## config.mk

```make
export PLATFORM = sky130hd
export DESIGN_NAME = fifo_oehb_dataless
export DESIGN_NICKNAME = d
export VERILOG_FILES = /design/src/rtl/fifo_oehb_dataless.sv
export SDC_FILE = /design/constraint.sdc
export NUM_CORES = 1
export LEC_CHECK = 0
export CORE_AREA = 2 2 39 41
export DETAILED_ROUTE_END_ITERATION = 8
export DIE_AREA = 0 0 41 43
export PLACE_DENSITY = 0.4
export SLEW_MARGIN = 0
export SYNTH_ARGS = -nofsm -noshare
export SYNTH_HDL_FRONTEND = slang
export SYNTH_SLANG_ARGS = --single-unit
```

## constraint.sdc

```tcl
create_clock -name clk -period 1.8 [get_ports clk]
set_clock_uncertainty 0.2 [all_clocks]
set_input_delay 0.36 -clock clk [delete_from_list [all_inputs] [get_ports clk]]
set_output_delay 0.36 -clock clk [all_outputs]
set_load 0.1 [all_outputs]
```

## src/rtl/fifo_oehb_dataless.sv

```systemverilog
// Dataless elastic FIFO with a registered consumer side.
// A token counter stage feeds a one-deep output register. Total capacity is
// NUM_SLOTS+1 tokens. outs_valid comes straight from a flop. ins_ready depends
// only on the counter, never on outs_ready or ins_valid.
module fifo_oehb_dataless #(
    parameter int unsigned NUM_SLOTS = 2
) (
    input  logic clk,
    input  logic rst,
    input  logic ins_valid,
    output logic ins_ready,
    output logic outs_valid,
    input  logic outs_ready
);

    localparam int unsigned CW = (NUM_SLOTS < 1) ? 1 : $clog2(NUM_SLOTS + 1);
    localparam logic [CW-1:0] COUNT_FULL = CW'(NUM_SLOTS);

    // Reject a counter stage with no slots at elaboration time
    generate
        if (NUM_SLOTS < 1) begin : g_bad_num_slots
            $error("fifo_oehb_dataless: NUM_SLOTS must be >= 1");
        end
    endgenerate

    logic [CW-1:0] count;
    logic [CW-1:0] count_next;
    logic          oreg_valid;
    logic          oreg_valid_next;
    logic          accept;
    logic          oreg_free;
    logic          stage_valid;
    logic          load;

    // Handshake terms; an empty counter lets an arriving token bypass into the register
    always_comb begin
        ins_ready       = (count != COUNT_FULL);
        accept          = ins_valid & ins_ready;
        oreg_free       = ~oreg_valid | outs_ready;
        stage_valid     = (count != '0) | ins_valid;
        load            = stage_valid & oreg_free;
        count_next      = count + CW'(accept) - CW'(load);
        oreg_valid_next = oreg_valid;
        if (load) begin
            oreg_valid_next = 1'b1;
        end else if (outs_ready) begin
            oreg_valid_next = 1'b0;
        end
    end

    // State update; reset discards every held token
    always_ff @(posedge clk or posedge rst) begin
        if (rst) begin
            count      <= '0;
            oreg_valid <= 1'b0;
        end else begin
            count      <= count_next;
            oreg_valid <= oreg_valid_next;
        end
    end

    assign outs_valid = oreg_valid;

endmodule

```

==> results.md, run 1 <==
- Status: complete, no violations
- Placeable Area: 1380 sq um
- Sum of overflow across all layers after global routing: 0
- Overall die width: 41 microns
- Worst path buffer plus inverter count: 1
- Number of nets in the layout: 33
- Clock H-tree levels: 1
- Clock root buffer: sky130_fd_sc_hd__clkbuf_4
- Die Footprint: 1760 sq um
- Worst max-slew margin expressed relative to the limit: 87.4%
- Vert. Die Dim: 43 microns
- Share of the synthesized area in the top cell type: 46.2%
- Post-route clock period utilization: 97.1%
- Maximum clock insertion buffer count: 2
- Overall Global Routing Usage: 4.83%
- Number of setup buffers added after CTS: 0
- Number of antenna violations at the first check in global routing: 0
- Fillers: 149
- Post-synth top area cell: sky130_fd_sc_hd__dfrtp_1
- Weighted congestion at the end of routability-driven global placement: 0.605
- Top area cells in the synthesized netlist: sky130_fd_sc_hd__dfrtp_1 46%, sky130_fd_sc_hd__ha_1 15%, sky130_fd_sc_hd__xnor2_1 11%, sky130_fd_sc_hd__inv_1 9.2%, sky130_fd_sc_hd__nor3_2 6.2%
- CTS Buf Count: 3
- Leakage: 0.150 nW
- Via density per instance: 3.02
- Iteration-0 DRC Markers: 0
- Post-detailed-placement cell area: 274 sq um
- Number of iterations in the first detailed-routing pass: 1
- Fmax: 0.572 GHz
- Number of buffer cells added on primary ports: 5
- Sequential share of the synthesized area: 46.2%
- Hold bufs inserted after CTS: 0
- Final-report setup violation count: 0
- First-pass GRT wire length: 496 microns
- Critical Path, Cell by Cell: nor3_2 > a21oi_2 > ha_1 > inv_1 > ha_2 > xnor2_2 > xnor2_1
- Min Tclk post-route: 1.75 ns
- ANT nets after route: 0
- RSZ-0062 raised after global routing: true
- Largest net degree at the start of global routing: 4
- TritonCTS Sinks: 3
- Sort of element at the start of the critical path: flop
- Type of the setup path with the least slack: reg -> reg
- Slowest cell on the critical path: sky130_fd_sc_hd__dfrtp_1
- Clock-pin transition on the worst setup and hold timing paths: 0.04 ns
- Total routed wirelength: 279 microns
- Routed wire per std cell: 6.64 microns
- Maximum vdd ir drop: 0.000464 V
- Latest clock arrival within the worst-skew pair: 0.23 ns
- Synth cell types: 9
- Design Power: 0.594 mW
- Final Hold Violating Endpoints: 0
- Net count after synthesis: 22
- Family of cells with the greatest summed delay on the critical path: adder cells
- Fraction of final layout cells sized beyond drive strength 1: 46.2%
- Number of storage elements in the synthesis netlist: 3
- Post-Synthesis Mean Instance Area: 10.2 sq um
- Worst path required time: 1.71 ns
- Synthesized netlist cell count: 16
- Endpoint class of the critical path: flop
- Power per Cell Area: 1920 nW/um^2
- Number of synthesis warnings: 0
- Class of the most critical hold timing path: in -> async
- Vias in the first global route: 140
- Inserted Diodes: 0
- Initial core utilization: 11.8%
- Crit path arrival time: 1.65 ns
- DRC errors left: 0
- DPL Wire Length: 230 microns
- Area growth from synthesis to layout: 90.0%
- Vias post-DR: 127
- Slew Viols, Final: 0
- # IOs: 6
- Cell area after synthesis: 163 sq um
- Number of max-capacitance violations reported: 0
- Post-Layout Inst Area: 309 sq um
- Peak per-stage delay on the critical path: 0.40 ns
- Number of core rows: 14
- CTS tree: done
- Slew at the pin closest to its max-slew limit: 0.189 ns
- Maximum net fanout on the critical path: 3
-- report_power, final --
part / total [mW] / internal (mW) / leakage, nW / switching [mW]
combinational: 0.343 / 0.155 / 0.103 / 0.188
clock: 0.115 / 0.0829 / 0.0150 / 0.0324
sequential: 0.136 / 0.101 / 0.0325 / 0.0350
total: 0.594 / 0.339 / 0.150 / 0.256
-- per-layer routing --
| layer | share of wire, % | vias up | track usage [%] | wire length, microns |
|---|---|---|---|---|
| li1 | - | 69 | - | - |
| met1 | 49 | 52 | 6.17 | 136 |
| met2 | 39 | 6 | 4.38 | 109 |
| met3 | 12 | 0 | 3.14 | 34 |
| met4 | 0 | 0 | 6.00 | 0 |
| met5 | 0 | - | 0 | 0 |
-- cells by family after synthesis --
kind of cell | count (synthesis) | synth area share (%)
buffers and inverters | 4 | 9.23
and+or+nand+nor | 3 | 12.3
adders and majority gates | 2 | 15.4
AOI/OAI and AO/OA | 2 | 6.15
xor gates and xnor gates | 2 | 10.8
DFF | 3 | 46.2
-- placed cells by master, fill, tap and decap left out, drive strengths merged --
cell type and instances:
a21oi 1, buf 3, clkbuf 4, clkdlybuf4s50 1
dfrtp 3, dlygate4sd2 2, ha 2, inv 4
nand2 1, nand2b 1, nor3 1, o21ai 1
xnor2 2
-- per-stage QoR --
step           util, %  setup slack [ns]  setup TNS (ns)  std cells  hold WS [ns]
6_report          22.3            0.0528               0         42        0.0971
5_1_grt           22.3           -0.0564         -0.0564         42         0.120
4_1_cts           22.3           0.00692               0         42        0.0929
3_5_place_dp      19.8            -0.299          -0.437         38         0.343
3_3_place_gp      19.8            -0.288          -0.416         38         0.334
2_1_floorplan        -           -0.0253         -0.0253         16       -0.0863
-- area by class of cell --
| type | instances | area, sq um | share of cell area [%] |
|---|---|---|---|
| multi-input combinational | 9 | 93.8 | 30.4 |
| sequential | 3 | 78.8 | 25.5 |
| tap | 16 | 20.0 | 6.48 |
| clock buffer | 4 | 26.3 | 8.50 |
| timing repair buffer | 6 | 75.1 | 24.3 |
| inverter | 4 | 15.0 | 4.86 |
-- path summary, 6_finish.rpt --
check                                 from         end  slack [ns]  depth (start not counted)
min in group clk                outs_ready  outs_valid        0.34                          3
worst max-delay path              count[0]    count[1]        0.05                          7
worst max register to register    count[0]    count[1]        0.05                          7
max in group asynchronous              rst  outs_valid        1.16                          2
worst min-delay path                   rst  outs_valid         0.1                          2
worst min register to register    count[1]    count[1]        0.36                          1
-- cell usage after synthesis (all sizes together) --
cell / number
a21oi: 1
dfrtp: 3
ha: 2
inv: 4
nand2: 1
nand2b: 1
nor3: 1
o21ai: 1
xnor2: 2
-- what timing repair did --
| item | CTS | global route |
|---|---|---|
| resized for setup | 4 | 0 |
| pin swaps | 2 | 4 |
| setup endpoints to repair | 1 | 1 |
-- flip-flops by register name, indices dropped and copies added (netlist names) --
signal,count
count,2
outs_valid,1
Power figures use the tool's default switching activity.
==> run 2: changes to the inputs <==
- SKIP_CTS_REPAIR_TIMING: unset -> 1
==> run 2 against run 1 <==
Compared with the run above: sequential power hardly changed; maximum frequency is 1.8% lower; setup slack worse by 0.032 ns; final cell count unchanged; non-clock buffer count is the same; clock power barely moved; total power is 0.12% higher; die area is the same; global-route usage down 0.21 points; sequential share of layout area decreased by 0.60 points; flip-flop and latch count unchanged; register-to-register slack worse by 0.03 ns.
==> results.md, run 2 (same netlist as run 1, synthesis figures left out) <==
- DRC errors left: 0 (unchanged)
- Placed Cells incl. Taps: 38 (unchanged)
- Slowest cell on the critical path: sky130_fd_sc_hd__dfrtp_1 (unchanged)
- Most frequent cells in the layout: 4 x sky130_fd_sc_hd__inv_1, 3 x sky130_fd_sc_hd__clkbuf_4, 2 x sky130_fd_sc_hd__dfrtp_1, 2 x sky130_fd_sc_hd__dlymetal6s2s_1, 2 x sky130_fd_sc_hd__buf_12 (was 4 x sky130_fd_sc_hd__inv_1, 3 x sky130_fd_sc_hd__clkbuf_4, 2 x sky130_fd_sc_hd__dfrtp_1, 2 x sky130_fd_sc_hd__dlygate4sd2_1, 2 x sky130_fd_sc_hd__buf_12)
- # IOs: 6 (unchanged)
- Vert. Die Dim: 43 microns (unchanged)
- Total routed wirelength: 285 microns (was 279 microns)
- Number of nets in the layout: 33 (unchanged)
- Number of max-capacitance violations reported: 0 (unchanged)
- Crit path arrival time: 1.68 ns (was 1.65 ns)
- Leakage: 0.166 nW (was 0.150 nW)
- Power per Cell Area: 1880 nW/um^2 (was 1920 nW/um^2)
- Clock H-tree levels: 1 (unchanged)
- Reg2reg end: count[1] (unchanged)
- Iteration-0 DRC Markers: 0 (unchanged)
- Number of antenna violations at the first check in global routing: 0 (unchanged)
- Sum of overflow across all layers after global routing: 0 (unchanged)
- Overall die width: 41 microns (unchanged)
- Number of buffer cells added on primary ports: 5 (unchanged)
- Clock group share of total power: 19.4% (about the same)
- Inserted Diodes: 0 (unchanged)
- Clock root buffer: sky130_fd_sc_hd__clkbuf_4 (unchanged)
- Switching pwr: 0.255 mW (was 0.256 mW)
- Share of total power in sequential cells: 22.8% (about the same)
- Worst path required time: 1.70 ns (was 1.71 ns)
- Vias in the first global route: 138 (was 140)
- Min Tclk post-route: 1.78 ns (was 1.75 ns)
- Peak per-stage delay on the critical path: 0.42 ns (was 0.40 ns)
- Clock-pin transition on the worst setup and hold timing paths: 0.04 ns (about the same)
- First-pass GRT wire length: 476 microns (was 496 microns)
- Sort of element at the start of the critical path: flop (unchanged)
- Weighted congestion at the end of routability-driven global placement: 0.605 (unchanged)
- DPL Wire Length: 230 microns (unchanged)
- CTS Buf Count: 3 (unchanged)
- Via density per instance: 3.02 (unchanged)
- Final Hold Violating Endpoints: 0 (unchanged)
- Fmax: 0.562 GHz (was 0.572 GHz)
- Maximum net fanout on the critical path: 3 (unchanged)
- Number of iterations in the first detailed-routing pass: 1 (unchanged)
- Design Power: 0.595 mW (was 0.594 mW)
- Flop-to-flop setup slack: 0.02 ns (was 0.05 ns)
- Final cell utilization of the core: 22.9% (was 22.3%)
- Overall Global Routing Usage: 4.63% (was 4.83%)
- Worst path buffer plus inverter count: 1 (unchanged)
- Vias post-DR: 127 (unchanged)
- ANT nets after route: 0 (unchanged)
- Endpoint class of the critical path: flop (unchanged)
- Layout Cells excl Fill: 42 (unchanged)
- Worst max-slew margin expressed relative to the limit: 87.3% (was 87.4%)
- Int Pwr: 0.340 mW (was 0.339 mW)
- Routed wire per std cell: 6.79 microns (was 6.64 microns)
- Initial core utilization: 11.8% (unchanged)
- Top reg by flops: count (unchanged)
- Maximum vdd ir drop: 0.000464 V (about the same)
- Area growth from synthesis to layout: 94.6% (was 90.0%)
- Maximum clock insertion buffer count: 2 (unchanged)
- Number of core rows: 14 (unchanged)
- Critical Path, Cell by Cell: nor3_2 > a21oi_2 > ha_1 > inv_1 > ha_2 > xnor2_2 > xnor2_1 (unchanged)
- Fraction of final layout cells sized beyond drive strength 1: 46.2% (unchanged)
- First element of the critical path: count[1] (was count[0])
- Latest clock arrival within the worst-skew pair: 0.23 ns (about the same)
- Comb pwr share: 57.8% (about the same)
- Type of the setup path with the least slack: reg -> reg (unchanged)
- Status: complete, no violations (unchanged)
- Flip-flop count of the largest register, all copies and words added: 2 (unchanged)
- RSZ-0062 raised after global routing: true (unchanged)
- TritonCTS Sinks: 3 (unchanged)
- Die Footprint: 1760 sq um (unchanged)
- Class of the most critical hold timing path: in -> async (unchanged)
- Beginning of the worst register-to-register path: count[1] (was count[0])
- Commonest non-fill, non-tap cell in the layout: sky130_fd_sc_hd__inv_1 (unchanged)
- Slew Viols, Final: 0 (unchanged)
- Slew at the pin closest to its max-slew limit: 0.190 ns (was 0.189 ns)
- Family of cells with the greatest summed delay on the critical path: adder cells (unchanged)
- Worst-case reg-to-reg path depth: 7 (unchanged)
- Placeable Area: 1380 sq um (unchanged)
- Largest net degree at the start of global routing: 4 (unchanged)
- CTS tree: done (unchanged)
- Final-report setup violation count: 0 (unchanged)
- Post-route clock period utilization: 98.9% (was 97.1%)
- Switching Fraction: 42.9% (was 43.0%)
[run 2: changes by cell type in the layout (fill, tap and decap cells not counted)]
cell	before	now
sky130_fd_sc_hd__dlygate4sd2_1	2	0
sky130_fd_sc_hd__dlymetal6s2s_1	0	2
[run 2: per-stage QoR]
stage	cell area [sq um]	TNS [ns]	setup slack, ns	hold WS, ns
6_report	317	0	0.0203	0.0971
5_1_grt	317	-0.0717	-0.0717	0.120
4_1_cts	300	-0.0645	-0.0645	0.0929
3_5_place_dp	274	-0.437	-0.299	0.343
3_3_place_gp	274	-0.416	-0.288	0.334
2_1_floorplan	176	-0.0253	-0.0253	-0.0863
[run 2: worst max-delay path by stage]
stage | endpoint | slack [ns] | cells past startpoint
finish | count[1] | 0.02 | 7
global route | count[1] | -0.07 | 7
floorplan | count[1] | -0.03 | 7
detailed placement | count[1] | -0.30 | 8
CTS | count[1] | -0.06 | 8
global placement | count[1] | -0.29 | 8
[run 2: power by group through the flow]
stage | registers [mW] | clock network, mW | logic (mW)
CTS | 0.136 | 0.123 | 0.327
finish | 0.136 | 0.115 | 0.344
global placement | 0.137 | 0 | 0.323
global route | 0.139 | 0.128 | 0.370
detailed placement | 0.136 | 0 | 0.326
floorplan | 0.157 | 0 | 0.200
[run 2: cell type report]
class,instances,area (sq um)
clock buffer,4,26.3
fill,147,1070
inverter,4,15.0
multi-input combinational,9,93.8
sequential,3,78.8
tap,16,20.0
timing repair buffer,6,82.6
[run 2: routing by layer]
layer | vias to the layer above | GRT usage [%] | routed length, microns
li1 | 69 | - | -
met1 | 52 | 5.83 | 140
met2 | 6 | 4.06 | 109
met3 | 0 | 3.14 | 34
met4 | 0 | 6.00 | 0
met5 | - | 0 | 0
